File: config.mk
export PLATFORM = sky130hd
export DESIGN_NAME = uart_tx_serializer
export DESIGN_NICKNAME = d
export VERILOG_FILES = /design/src/rtl/uart_tx_serializer.sv
export SDC_FILE = /design/constraint.sdc
export NUM_CORES = 1
export LEC_CHECK = 0
export CAP_MARGIN = 20
export CORE_ASPECT_RATIO = 0.75
export CORE_UTILIZATION = 59
export CTS_CLUSTER_DIAMETER = 60
export DETAILED_ROUTE_END_ITERATION = 8
export PLACE_DENSITY_LB_ADDON = 0.12
export SYNTH_ARGS = -nofsm -noshare
export SYNTH_HDL_FRONTEND = slang
export SYNTH_SLANG_ARGS = --single-unit
File: constraint.sdc
create_clock -name clk -period 9 [get_ports clk]
set_clock_uncertainty 0.05 [all_clocks]
set_input_delay 1.8 -clock clk [delete_from_list [all_inputs] [get_ports clk]]
set_output_delay 1.8 -clock clk [all_outputs]
set_load 0.02 [all_outputs]
File: src/rtl/uart_tx_serializer.sv
`default_nettype none
// ============================================================================
//  Module      : uart_tx_serializer
//  Description : UART transmit engine. Pops bytes from the TX FIFO and sends
//                each one on txd as start, DATA_W data bits (LSB first), an
//                optional parity bit, and one or two stop bits.
//  Revision    : 1.0 - initial release
// ============================================================================
module uart_tx_serializer #(
    parameter int DATA_W = 8,
    parameter int DIV_W  = 16,
    parameter int CNT_W  = 5
) (
    input  logic              clk,
    input  logic              rst,
    input  logic              enable,
    input  logic [DIV_W-1:0]  clk_div,
    input  logic              parity_en,
    input  logic              parity_odd,
    input  logic              stop2,
    input  logic [CNT_W-1:0]  fifo_count,
    input  logic [DATA_W-1:0] fifo_rdata,
    output logic              fifo_pop,
    output logic              txd,
    output logic              busy,
    output logic              tx_done
);

    // The index counts data bits and also the second stop bit, so it must hold
    // values up to DATA_W-1 and at least 1.
    localparam int IDX_W = $clog2(DATA_W + 1);

    typedef enum logic [2:0] {
        S_IDLE   = 3'd0,
        S_START  = 3'd1,
        S_DATA   = 3'd2,
        S_PARITY = 3'd3,
        S_STOP   = 3'd4
    } state_t;

    state_t            r_state_q,   w_state_d;
    logic [DIV_W-1:0]  r_cnt_q,     w_cnt_d;
    logic [IDX_W-1:0]  r_idx_q,     w_idx_d;
    logic [DATA_W-1:0] r_shift_q,   w_shift_d;
    logic [DIV_W-1:0]  r_div_q,     w_div_d;
    logic              r_par_en_q,  w_par_en_d;
    logic              r_par_bit_q, w_par_bit_d;
    logic              r_stop2_q,   w_stop2_d;
    logic              r_txd_q,     w_txd_d;
    logic              r_busy_q,    w_busy_d;
    logic              r_done_q,    w_done_d;

    logic              w_can_launch;
    logic              w_launch;
    logic              w_bit_end;

    // Next-state, datapath and registered-output computation.
    always_comb begin
        w_state_d   = r_state_q;
        w_cnt_d     = r_cnt_q;
        w_idx_d     = r_idx_q;
        w_shift_d   = r_shift_q;
        w_div_d     = r_div_q;
        w_par_en_d  = r_par_en_q;
        w_par_bit_d = r_par_bit_q;
        w_stop2_d   = r_stop2_q;
        w_done_d    = 1'b0;
        w_launch    = 1'b0;
        w_txd_d     = 1'b1;
        w_busy_d    = 1'b0;

        // The pop must coincide with taking fifo_rdata, so it is decided in
        // the same cycle from the current state and FIFO occupancy; it is
        // held off while reset is asserted.
        w_can_launch = enable && (fifo_count != '0) && !rst;
        w_bit_end    = (r_cnt_q == '0);

        case (r_state_q)
            S_IDLE: begin
                if (w_can_launch) begin
                    w_launch = 1'b1;
                end
            end
            S_START: begin
                if (w_bit_end) begin
                    w_state_d = S_DATA;
                    w_cnt_d   = r_div_q;
                    w_idx_d   = '0;
                end else begin
                    w_cnt_d = r_cnt_q - DIV_W'(1);
                end
            end
            S_DATA: begin
                if (w_bit_end) begin
                    w_shift_d = r_shift_q >> 1;
                    w_cnt_d   = r_div_q;
                    if (r_idx_q == IDX_W'(DATA_W - 1)) begin
                        w_idx_d   = '0;
                        w_state_d = r_par_en_q ? S_PARITY : S_STOP;
                    end else begin
                        w_idx_d = r_idx_q + IDX_W'(1);
                    end
                end else begin
                    w_cnt_d = r_cnt_q - DIV_W'(1);
                end
            end
            S_PARITY: begin
                if (w_bit_end) begin
                    w_state_d = S_STOP;
                    w_cnt_d   = r_div_q;
                    w_idx_d   = '0;
                end else begin
                    w_cnt_d = r_cnt_q - DIV_W'(1);
                end
            end
            S_STOP: begin
                if (w_bit_end) begin
                    if (r_stop2_q && (r_idx_q == '0)) begin
                        // First of two stop bits just ended.
                        w_idx_d = IDX_W'(1);
                        w_cnt_d = r_div_q;
                    end else begin
                        // Final stop bit: chain straight into the next frame
                        // when a byte is waiting, with no idle gap.
                        w_done_d = 1'b1;
                        if (w_can_launch) begin
                            w_launch = 1'b1;
                        end else begin
                            w_state_d = S_IDLE;
                        end
                    end
                end else begin
                    w_cnt_d = r_cnt_q - DIV_W'(1);
                end
            end
            default: begin
                w_state_d = S_IDLE;
            end
        endcase

        // Launch captures the byte and the whole line configuration so later
        // changes to the inputs cannot disturb a frame already in flight.
        if (w_launch) begin
            w_state_d   = S_START;
            w_shift_d   = fifo_rdata;
            w_div_d     = clk_div;
            w_cnt_d     = clk_div;
            w_par_en_d  = parity_en;
            w_par_bit_d = (^fifo_rdata) ^ parity_odd;
            w_stop2_d   = stop2;
            w_idx_d     = '0;
        end

        // Line level and busy are registered from the state being entered.
        case (w_state_d)
            S_START:  w_txd_d = 1'b0;
            S_DATA:   w_txd_d = w_shift_d[0];
            S_PARITY: w_txd_d = r_par_bit_q;
            default:  w_txd_d = 1'b1;
        endcase
        w_busy_d = (w_state_d != S_IDLE);
    end

    // State and output registers; reset abandons any frame at once.
    always_ff @(posedge clk or posedge rst) begin
        if (rst) begin
            r_state_q   <= S_IDLE;
            r_cnt_q     <= '0;
            r_idx_q     <= '0;
            r_shift_q   <= '0;
            r_div_q     <= '0;
            r_par_en_q  <= 1'b0;
            r_par_bit_q <= 1'b0;
            r_stop2_q   <= 1'b0;
            r_txd_q     <= 1'b1;
            r_busy_q    <= 1'b0;
            r_done_q    <= 1'b0;
        end else begin
            r_state_q   <= w_state_d;
            r_cnt_q     <= w_cnt_d;
            r_idx_q     <= w_idx_d;
            r_shift_q   <= w_shift_d;
            r_div_q     <= w_div_d;
            r_par_en_q  <= w_par_en_d;
            r_par_bit_q <= w_par_bit_d;
            r_stop2_q   <= w_stop2_d;
            r_txd_q     <= w_txd_d;
            r_busy_q    <= w_busy_d;
            r_done_q    <= w_done_d;
        end
    end

    assign fifo_pop = w_launch;
    assign txd      = r_txd_q;
    assign busy     = r_busy_q;
    assign tx_done  = r_done_q;

endmodule
`default_nettype wire

# Word-level counts from Yosys, hierarchy flattened
# Index checks and enable logic that the tools add are counted.
# totals
ff_bits,53
in_bits,35
output_inout_bits,4
# op_classes
n_addsub,2
n_eq_ne,13
n_mux,33
n_bitwise,1
reduce_logical,19
# ops
operator,n
$mux 16,4
$pmux 16 s2,1
$mux 3,9
$mux 4,6
$mux 8,3
$logic_not 16->1,1
$sub 16x1->16 const B,1
$pmux 3 s5,1
$eq 3x2->1 const B,4
$pmux 4 s3,1
$ne 3x3->1 const B,3
$reduce_xor 8->1,1
$eq 3x1->1 const B,2
$mux 1,6
$reduce_bool 3->1,2
$reduce_and 5->1,1
$reduce_bool 5->1,1
$add 4x1->4 const B,1
$eq 4x3->1 const B,1
$logic_not 4->1,1
$ne 4x4->1 const B,1
$reduce_and 2->1,2
$reduce_bool 2->1,2
$reduce_bool 4->1,1
other kinds (10),12

# Longest topological paths before layout
# Gate-level depths: netlist (run 1).
# depth
depth_word,10
ltp_mapped,12
ltp_nobuf,9

# Worst setup path after synthesis (run 1)
# Ideal clock, no wire load.
# synth_path
path_type,input to output
startpoint,input port fifo_count[0]
endpoint,output port fifo_pop
arrival_ps,3140
slack_ps,4010
stages,6
n_path_buf,2
path_cell_list,or4_1 > o211ai_2 > or2_4 > clkinv_2 > buf_6 > buf_6
# synth_via
elab_chain_cells,7
# synth_rtl
element,line,source
start: declaration,21,"input logic [CNT_W-1:0] fifo_count,"
$reduce_bool 5->1 *,75,w_can_launch = enable && (fifo_count != '0) && !rst;
$logic_and 1x1->1 * (2 in series),75,
$mux 1 *,"80, 126",
$mux 1,118,if (r_stop2_q && (r_idx_q == '0)) begin
$mux 1,117,if (w_bit_end) begin
$pmux 1 s2 *,78,case (r_state_q)
end: declaration,23,"output logic fifo_pop,"
# Every way passes the cells marked *; elsewhere a longest branch is shown, timed or not.

# Final worst setup path (run 1)
# Ends and elaborated chain as after synthesis.

==> run_results.csv, run 1 <==
group,metric,value,unit
floorplan,die_h,62.4,um
logic_synthesis,synth_cell_type_count,52,
timing,report.final.setup_viol,0,
floorplan,die_w,82.5,um
worst_setup_path,worst-path-buf-inv,3,
run_status,outcome,"completed",
power,power_frac_seq,54.5,%
clocking,cts.sinks,53,
final_layout,seq_area,1330,um^2
clocking,cts_buffers,5,
grt,use_met3,7.30,%
route,vias,2478,
route,drt_first_pass_iters,4,
logic_synthesis,ys_seq_area_share,46.3,%
grt,antenna_found_initial,0,
final_layout,drive_above_1_share,5.32,%
timing,hold_violations,0,
placed_design,placed_cells,406,
worst_setup_path,rrSetupSlack,5670,ps
timing,tightest_slew,877,ps
floorplan,ios,39,
clocking,clock_path_buffers,2,
worst_setup_path,critPathRequiredTime,7150,ps
logic_synthesis,synthFlopType,"dfrtp_1",
logic_synthesis,syn_area,2870,um^2
worst_setup_path,cp_common_cell,"clkdlybuf4s50_1",
power,powerDensity,130,nW/um^2
placed_design,port_buffers,38,
grt,grt_max_degree,54,
worst_setup_path,cp_slowest_cell,"clkdlybuf4s50_1",
timing,period_share,73.9,%
route,vias_per_cell,5.99,
floorplan,core-area,4570,um^2
grt,grt_util_met2,38.2,%
clocking,cts_root_buffer,"clkbuf_8",
final_layout,multiInputGateArea,1420,um^2
grt,busiest_layer,"met1",
timing,finalMaxSlewViolations,0,
worst_setup_path,cpPeakStageDelay,680,ps
worst_setup_path,path_class,"primary input to output port",
clocking,cts_tree,"done",
floorplan,die-area,5150,um^2
timing,min_period,6650,ps
worst_setup_path,path_max_fanout,40,
worst_setup_path,cp-start-kind,"primary input",
timing,rsz0062_at_grt,"false",
route,routedWlPerCell,14.9,um
clocking,post_cts_resized,0,
route,drc_errors,0,
power,power_frac_comb,6.5,%
final_layout,area_growth_syn_to_layout,17.2,%
worst_setup_path,cp-end-kind,"output port",
power,switchingPower,89.7,uW
route,final_antenna_net_count,0,
timing,fmax,0.150,GHz
flow_run,max_cap_viol_count,0,
floorplan,initial_core_util,62.7,%
logic_synthesis,syn_area_per_cell,8.85,um^2
worst_setup_path,critPathTopFamily,"buffers and inverters",
timing,setup_tns,0,ps
final_layout,antenna-diode-count,0,
timing,slew_headroom,41.4,%
clocking,path_clk_slew,100,ps
grt,grtUsageTotal,27.1,%
grt,grt_pass1_vias,2200,
final_layout,fin_nets,394,
logic_synthesis,yosysWarnings,0,
final_layout,fill_cells,365,
logic_synthesis,async_reset_ff_share,100,%
clocking,ctsHoldBuffers,0,
grt,met1_usage,40.5,%
placed_design,gp_congestion,0.819,
power,leakagePower,0.00153,uW
power,max-vdd-ir-drop,0.0924,mV
logic_synthesis,synth_nets,362,
worst_setup_path,arrival,4800,ps
clocking,post-cts-setup-buffers,0,
grt,gr-total-overflow,0,
placed_design,hpwl,4.25,mm
route,wl,6.19,mm
logic_synthesis,ys_ff_latch,53,
clocking,cts_max_level,2,
logic_synthesis,synth_edf_count,0,
power,switching_share,20.6,%
clocking,clk_latency,320,ps
power,p_int,346,uW
floorplan,fp-row-count,21,
logic_synthesis,syn_inst,324,
worst_setup_path,cp_cell_sequence,"clkdlybuf4s50_1, or4_1, o211ai_2, or2_4, clkinv_2, clkdlybuf4s50_1",
worst_hold_path,hold_path_class,"register to register",
power,p_clk_share,38.9,%
route,drtIter0Drc,154,
final_layout,layout.cells.non_filler,414,
grt,grt_pass1_wl,10.5,mm
==> power by group through the flow <==
| stage | sequential, uW | combinational [uW] | clock (uW) |
|---|---|---|---|
| 2_1_floorplan | 243 | 10.6 | 0 |
| 5_1_grt | 238 | 31.4 | 184 |
| 3_5_place_dp | 243 | 28.9 | 0 |
| 6_report | 238 | 28.5 | 170 |
| 3_3_place_gp | 243 | 28.6 | 0 |
| 4_1_cts | 238 | 29.0 | 173 |
==> worst min-delay path, stage by stage (launching register included) <==
cell and delay [ps]:
dfrtp_1 350, nand2_1 50, nand2_1 60
==> stage by stage <==
stage / cell area (um^2) / hold WS [ps] / worst slack, ps / power [uW] / utilization (%)
final: 3360 / 432 / 2350 / 436 / 73.5
after global routing: 3360 / 455 / 2190 / 454 / 73.5
after CTS: 3360 / 437 / 2350 / 440 / 73.5
after detailed placement: 3250 / 414 / 2340 / 272 / 71.0
after global placement: 3250 / 407 / 2470 / 271 / 71.0
after floorplan: 2870 / 392 / 4010 / 253 / -
==> state kept, by name, summed over array words and instances (netlist names) <==
register / count
r_par_bit_q: 1
tx_done: 1
r_div_q: 16
r_stop2_q: 1
r_idx_q: 4
r_state_q: 3
busy: 1
r_par_en_q: 1
r_cnt_q: 16
txd: 1
r_shift_q: 8
==> synthesized netlist by cell type (all sizes together) (3+ instances only) <==
cell	n	area share [%]
nand2	75	9.8
dfrtp	52	45
nor2	31	4.1
a31oi	14	3.1
o211ai	12	3.3
o21ai	12	2.1
buf	9	2.2
inv	9	1.2
nand3	9	1.6
nor3	9	1.6
xnor2	9	2.7
a21oi	7	1.2
a22o	6	1.8
xor2	6	1.8
a21o	5	1.3
clkbuf	5	0.65
nor3b	4	1.4
nor4	4	0.87
or3	4	0.87
ha	3	1.3
nand4	3	0.65
or4	3	0.92
==> final timing paths <==
check | start | cells past startpoint | to
min in group asynchronous | rst | 3 | r_cnt_q[7]
hold reg to reg | r_div_q[13] | 2 | r_div_q[13]
hold / removal | r_div_q[13] | 2 | r_div_q[13]
max in group asynchronous | rst | 3 | r_cnt_q[10]
setup reg to reg | r_cnt_q[4] | 7 | r_shift_q[6]
setup / recovery | fifo_count[0] | 6 | fifo_pop
==> cell usage in the layout (no fill, tap or decap), types with 4 or more instances in the layout <==
master / instances
a21oi_1: 7
o211ai_1: 11
inv_1: 8
a22o_1: 6
nor2_1: 31
a31oi_1: 14
nand2_1: 75
xnor2_1: 9
or3_1: 4
dfrtp_1: 52
nand3_1: 9
xor2_1: 6
clkbuf_8: 6
nor4_1: 4
a21o_1: 5
clkdlybuf4s50_1: 38
o21ai_0: 10
nor3_1: 9
==> layout make-up <==
class                   instances  area share, %
well taps                      57           2.12
repair buffers                 39           11.5
clock buffers                   7           2.57
clock inverters                 1          0.893
multi-input cells             247           42.2
inverters                      10           1.15
flip-flops and latches         53           39.5
==> kinds of logic after synthesis <==
logic type      share of synthesized area, %
xor+xnor                                4.58
simple gates                            24.8
fa+ha+maj                               1.31
compound gates                          17.4
buf+inv                                 4.19
flops                                   46.3
mux                                     1.48
==> routing by layer <==
layer,vias up,routed length [um]
li1,1212,-
met1,1169,3080
met2,90,2590
met3,7,438
met4,0,82
met5,-,0
(Power assumes the default switching activity.)
==> run 2, diff against run 1 <==
Settings changed: CORE_UTILIZATION 59 to 55.
Clock period 9 ns to 6.4 ns, I/O delays scaled along.
==> run_results.csv, run 2 (same netlist as run 1, synthesis figures left out) <==
group,metric,value,unit
run_status,outcome,"completed",
route,vias,2420,
final_layout,multiInputGateArea,1420,um^2
final_layout,final_util,68.2,%
placed_design,port_buffers,38,
final_layout,fin_nets,395,
worst_setup_path,rrSetupSlack,3060,ps
power,max-vdd-ir-drop,0.127,mV
grt,antenna_found_initial,0,
worst_setup_path,critical_path.endpoint,"fifo_pop",
power,p_int,487,uW
final_layout,seq_area,1330,um^2
timing,fmax,0.195,GHz
final_layout,drive_above_1_share,5.87,%
power,powerDensity,181,nW/um^2
floorplan,fp-row-count,22,
clocking,cts_root_buffer,"clkbuf_8",
floorplan,ios,39,
timing,setup_tns,0,ps
grt,use_met3,4.59,%
route,drt_first_pass_iters,4,
final_layout,layout_commonest_cell,"nand2_1",
power,switchingPower,125,uW
route,routedWlPerCell,15.1,um
power,switching_share,20.5,%
placed_design,hpwl,4.27,mm
grt,grtUsageTotal,24.9,%
worst_setup_path,path_class,"primary input to output port",
final_layout,design_area,3380,um^2
power,power_frac_seq,54.7,%
grt,grt_max_degree,54,
route,final_antenna_net_count,0,
clocking,post_cts_resized,0,
final_layout,final_cell_mix,"nand2_1 (75), dfrtp_1 (52), clkdlybuf4s50_1 (38)",
flow_run,max_cap_viol_count,0,
floorplan,die_w,85.4,um
placed_design,postPlaceCellArea,3260,um^2
floorplan,core-area,4950,um^2
clocking,ctsHoldBuffers,0,
clocking,clk_latency,310,ps
clocking,post-cts-setup-buffers,0,
placed_design,pre_cts_slack,1290,ps
route,wl,6.32,mm
worst_setup_path,critPathRequiredTime,5070,ps
clocking,clock_path_buffers,2,
route,drtIter0Drc,192,
final_layout,area_growth_syn_to_layout,17.8,%
timing,min_period,5120,ps
worst_setup_path,cp_slowest_cell,"or4_1",
clocking,cts.sinks,53,
timing,finalMaxSlewViolations,0,
timing,slew_headroom,39.8,%
grt,busiest_layer,"met2",
timing,period_share,80.0,%
worst_setup_path,arrival,3790,ps
worst_setup_path,crit_start,"fifo_count[0]",
grt,grt_pass1_vias,2253,
placed_design,gp_congestion,0.812,
worst_setup_path,cp_cell_sequence,"clkdlybuf4s50_1, or4_1, o211ai_2, or2_4, clkinv_2, clkdlybuf4s50_1",
power,leakagePower,0.00154,uW
worst_setup_path,cp-start-kind,"primary input",
timing,hold_violations,0,
clocking,path_clk_slew,100,ps
worst_setup_path,worstReg2RegEnd,"txd",
timing,tightest_slew,901,ps
clocking,cts_max_level,2,
clocking,cts_tree,"done",
worst_hold_path,hold_path_class,"register to register",
final_layout,fill_cells,444,
floorplan,die-area,5510,um^2
power,p_clk_share,38.7,%
route,drc_errors,0,
grt,grt_util_met2,38.7,%
floorplan,initial_core_util,57.9,%
grt,met1_usage,35.4,%
clocking,cts_buffers,5,
grt,grt_pass1_wl,10.7,mm
final_layout,antenna-diode-count,0,
worst_setup_path,cp-end-kind,"output port",
worst_setup_path,cpPeakStageDelay,580,ps
timing,finalWorstSetupSlack,1280,ps
worst_setup_path,rr_startpoint,"r_cnt_q[4]",
worst_setup_path,r2r_cells,6,
final_layout,reg_top3,"r_cnt_q x16, r_div_q x16, r_shift_q x8",
grt,gr-total-overflow,0,
power,power_frac_comb,6.6,%
worst_setup_path,cp_common_cell,"clkdlybuf4s50_1",
timing,report.final.setup_viol,0,
route,vias_per_cell,5.79,
worst_setup_path,path_max_fanout,40,
floorplan,die_h,64.5,um
timing,rsz0062_at_grt,"false",
==> run 2: through the flow <==
stage	cells	hold WS, ps	total power (uW)
after CTS	418	438	619
after global routing	418	459	635
after detailed placement	410	413	382
after floorplan	324	392	356
after global placement	410	406	382
final	418	432	612
==> run 2: final cells by class <==
class                           count  area share (%)
Multi-Input combinational cell    247            42.1
Sequential cell                    53            39.3
Timing Repair Buffer               40            11.7
Clock buffer                        6            2.45
Tap cell                           60            2.22
Inverter                           10            1.15
Clock inverter                      2            1.11
==> run 2: worst min-delay path by stage <==
| stage | cells after the start | endpoint | start | slack [ps] |
|---|---|---|---|---|
| floorplan | 2 | r_par_bit_q | r_par_bit_q | 390 |
| global placement | 2 | r_par_bit_q | r_par_bit_q | 410 |
| detailed placement | 2 | r_div_q[7] | r_div_q[7] | 410 |
| CTS | 1 | r_shift_q[1] | r_shift_q[1] | 440 |
| global route | 2 | r_div_q[3] | r_div_q[3] | 460 |
| finish | 2 | r_div_q[13] | r_div_q[13] | 430 |
==> run 2: power by group through the flow <==
stage | Clock (uW) | Sequential (uW) | Combinational, uW
after floorplan | 0 | 341 | 14.9
after CTS | 244 | 335 | 41.1
after global placement | 0 | 341 | 40.3
final | 237 | 335 | 40.4
after global routing | 257 | 335 | 43.7
after detailed placement | 0 | 341 | 40.9
==> run 2: layer usage <==
layer | vias up | wire length, um
met5 | - | 0
met1 | 1131 | 3080
met4 | 0 | 72
met2 | 70 | 2830
li1 | 1210 | -
met3 | 9 | 333
==> run 2: worst max-delay path, delay by kind of cell <==
kind                   cells  cell delay [ps]
buffers and inverters      3             1080
AND/OR/NAND/NOR            2             1070
AO/OA/AOI/OAI              1              360
==> run 3, diff against run 2 <==
Settings changed: CORE_UTILIZATION 55 to 49.
Clock period 6.4 ns to 4.26 ns, I/O delays scaled along.
==> run_results.csv, run 3 (same netlist as run 1, synthesis figures left out) <==
group,metric,value,unit
final_layout,reg_top3,"r_cnt_q x16, r_div_q x16, r_shift_q x8",
route,drc_errors,0,
timing,slew_headroom,49.0,%
power,powerDensity,269,nW/um^2
clocking,post_cts_resized,0,
floorplan,initial_core_util,52.2,%
worst_hold_path,hold_end,"r_shift_q[3]",
timing,hold_violations,0,
worst_setup_path,worstReg2RegEnd,"r_shift_q[6]",
worst_setup_path,r2r_cells,8,
route,vias_per_cell,5.60,
final_layout,seq_area,1330,um^2
floorplan,core-area,5500,um^2
route,routedWlPerCell,15.3,um
power,switchingPower,191,uW
timing,finalWorstSetupSlack,325,ps
grt,grt_max_degree,40,
power,p_int,732,uW
floorplan,die_w,90.3,um
clocking,cts_tree,"done",
route,vias,2453,
final_layout,area_growth_syn_to_layout,19.6,%
clocking,cts.sinks,53,
floorplan,fp-row-count,23,
timing,tightest_slew,764,ps
grt,grt_pass1_vias,2258,
placed_design,pre_cts_slack,587,ps
placed_design,postPlaceCellArea,3310,um^2
grt,gr-total-overflow,0,
timing,rsz0062_at_grt,"false",
clocking,path_clk_slew,100,ps
grt,grtUsageTotal,23.7,%
final_layout,fin_nets,400,
clocking,clk_latency,310,ps
clocking,cts_max_level,2,
worst_setup_path,rrSetupSlack,1130,ps
final_layout,final_cell_mix,"nand2_1 (75), dfrtp_1 (52), clkdlybuf4s50_1 (38)",
worst_setup_path,cp-end-kind,"output port",
timing,setup_tns,0,ps
worst_setup_path,path_class,"register to output port",
floorplan,die-area,6170,um^2
grt,grt_pass1_wl,11.3,mm
timing,report.final.setup_viol,0,
clocking,cts_buffers,5,
worst_setup_path,rr_startpoint,"r_cnt_q[5]",
grt,antenna_found_initial,0,
placed_design,hpwl,4.53,mm
final_layout,antenna-diode-count,0,
clocking,ctsHoldBuffers,0,
worst_hold_path,min_path_cells,1,
route,final_antenna_net_count,0,
floorplan,ios,39,
clocking,cts_root_buffer,"clkbuf_8",
power,power_frac_comb,6.6,%
timing,fmax,0.254,GHz
run_status,outcome,"completed",
floorplan,die_h,68.3,um
route,wl,6.69,mm
route,drt_first_pass_iters,4,
placed_design,gp_congestion,0.838,
route,drtIter0Drc,181,
placed_design,port_buffers,38,
timing,min_period,3930,ps
worst_setup_path,critPathRequiredTime,3360,ps
worst_setup_path,cp-start-kind,"register",
timing,whs,436,ps
worst_hold_path,hold_path_class,"register to register",
final_layout,layout_commonest_cell,"nand2_1",
power,power_frac_seq,54.4,%
timing,finalMaxSlewViolations,0,
power,leakagePower,0.00156,uW
clocking,clock_path_buffers,2,
flow_run,max_cap_viol_count,0,
power,switching_share,20.7,%
final_layout,final_util,62.4,%
final_layout,drive_above_1_share,6.89,%
final_layout,fill_cells,496,
power,max-vdd-ir-drop,0.136,mV
final_layout,multiInputGateArea,1420,um^2
worst_setup_path,arrival,3030,ps
worst_hold_path,hold_start,"r_shift_q[3]",
worst_setup_path,path_max_fanout,9,
power,p_clk_share,38.9,%
clocking,post-cts-setup-buffers,0,
timing,period_share,92.4,%
final_layout,design_area,3430,um^2
==> run 3: metrics by stage <==
step	total power, uW	std cells
floorplan	535	324
global placement	574	430
detailed placement	575	430
CTS	932	438
global route	956	438
finish	923	438
==> run 3: area by class of cell <==
class                      count  share of cell area, %
clock buffer                   7                   2.52
clock inverter                 1                  0.876
inverter                      10                   1.13
multi-input combinational    247                   41.4
sequential                    53                   38.7
tap                           75                   2.74
timing repair buffer          45                   12.6
==> run 3: power by group through the flow <==
stage	clock [uW]	combinational (uW)	sequential (uW)
finish	359	61.4	503
detailed placement	0	62.1	513
CTS	366	62.5	503
floorplan	0	22.4	513
global placement	0	61.0	513
global route	385	67.8	503
==> run 3: how the worst max path moves through the flow <==
stage,end,depth (start not counted),slack [ps],startpoint
floorplan,fifo_pop,8,1130,r_cnt_q[5]
global placement,fifo_pop,6,630,fifo_count[0]
detailed placement,fifo_pop,6,590,fifo_count[0]
CTS,fifo_pop,6,320,r_cnt_q[5]
global route,fifo_pop,6,220,r_cnt_q[5]
finish,fifo_pop,6,330,r_cnt_q[5]
==> run 3: critical path: stages, from the launching register on <==
cell             delay, ps
dfrtp_1                430
or4_4                  570
or3_1                  570
o21a_1                 250
or2_4                  250
clkinv_2                50
clkdlybuf4s50_1        600
==> run 3: metal layers <==
layer / up-vias / wire length, um / GRT usage (%) / share of wire, %
li1: 1226 / - / - / -
met1: 1152 / 3440 / 34.4 / 51
met2: 68 / 2820 / 36.0 / 42
met3: 7 / 351 / 4.22 / 5.2
met4: 0 / 80 / 8.06 / 1.2
met5: - / 0 / 0 / 0
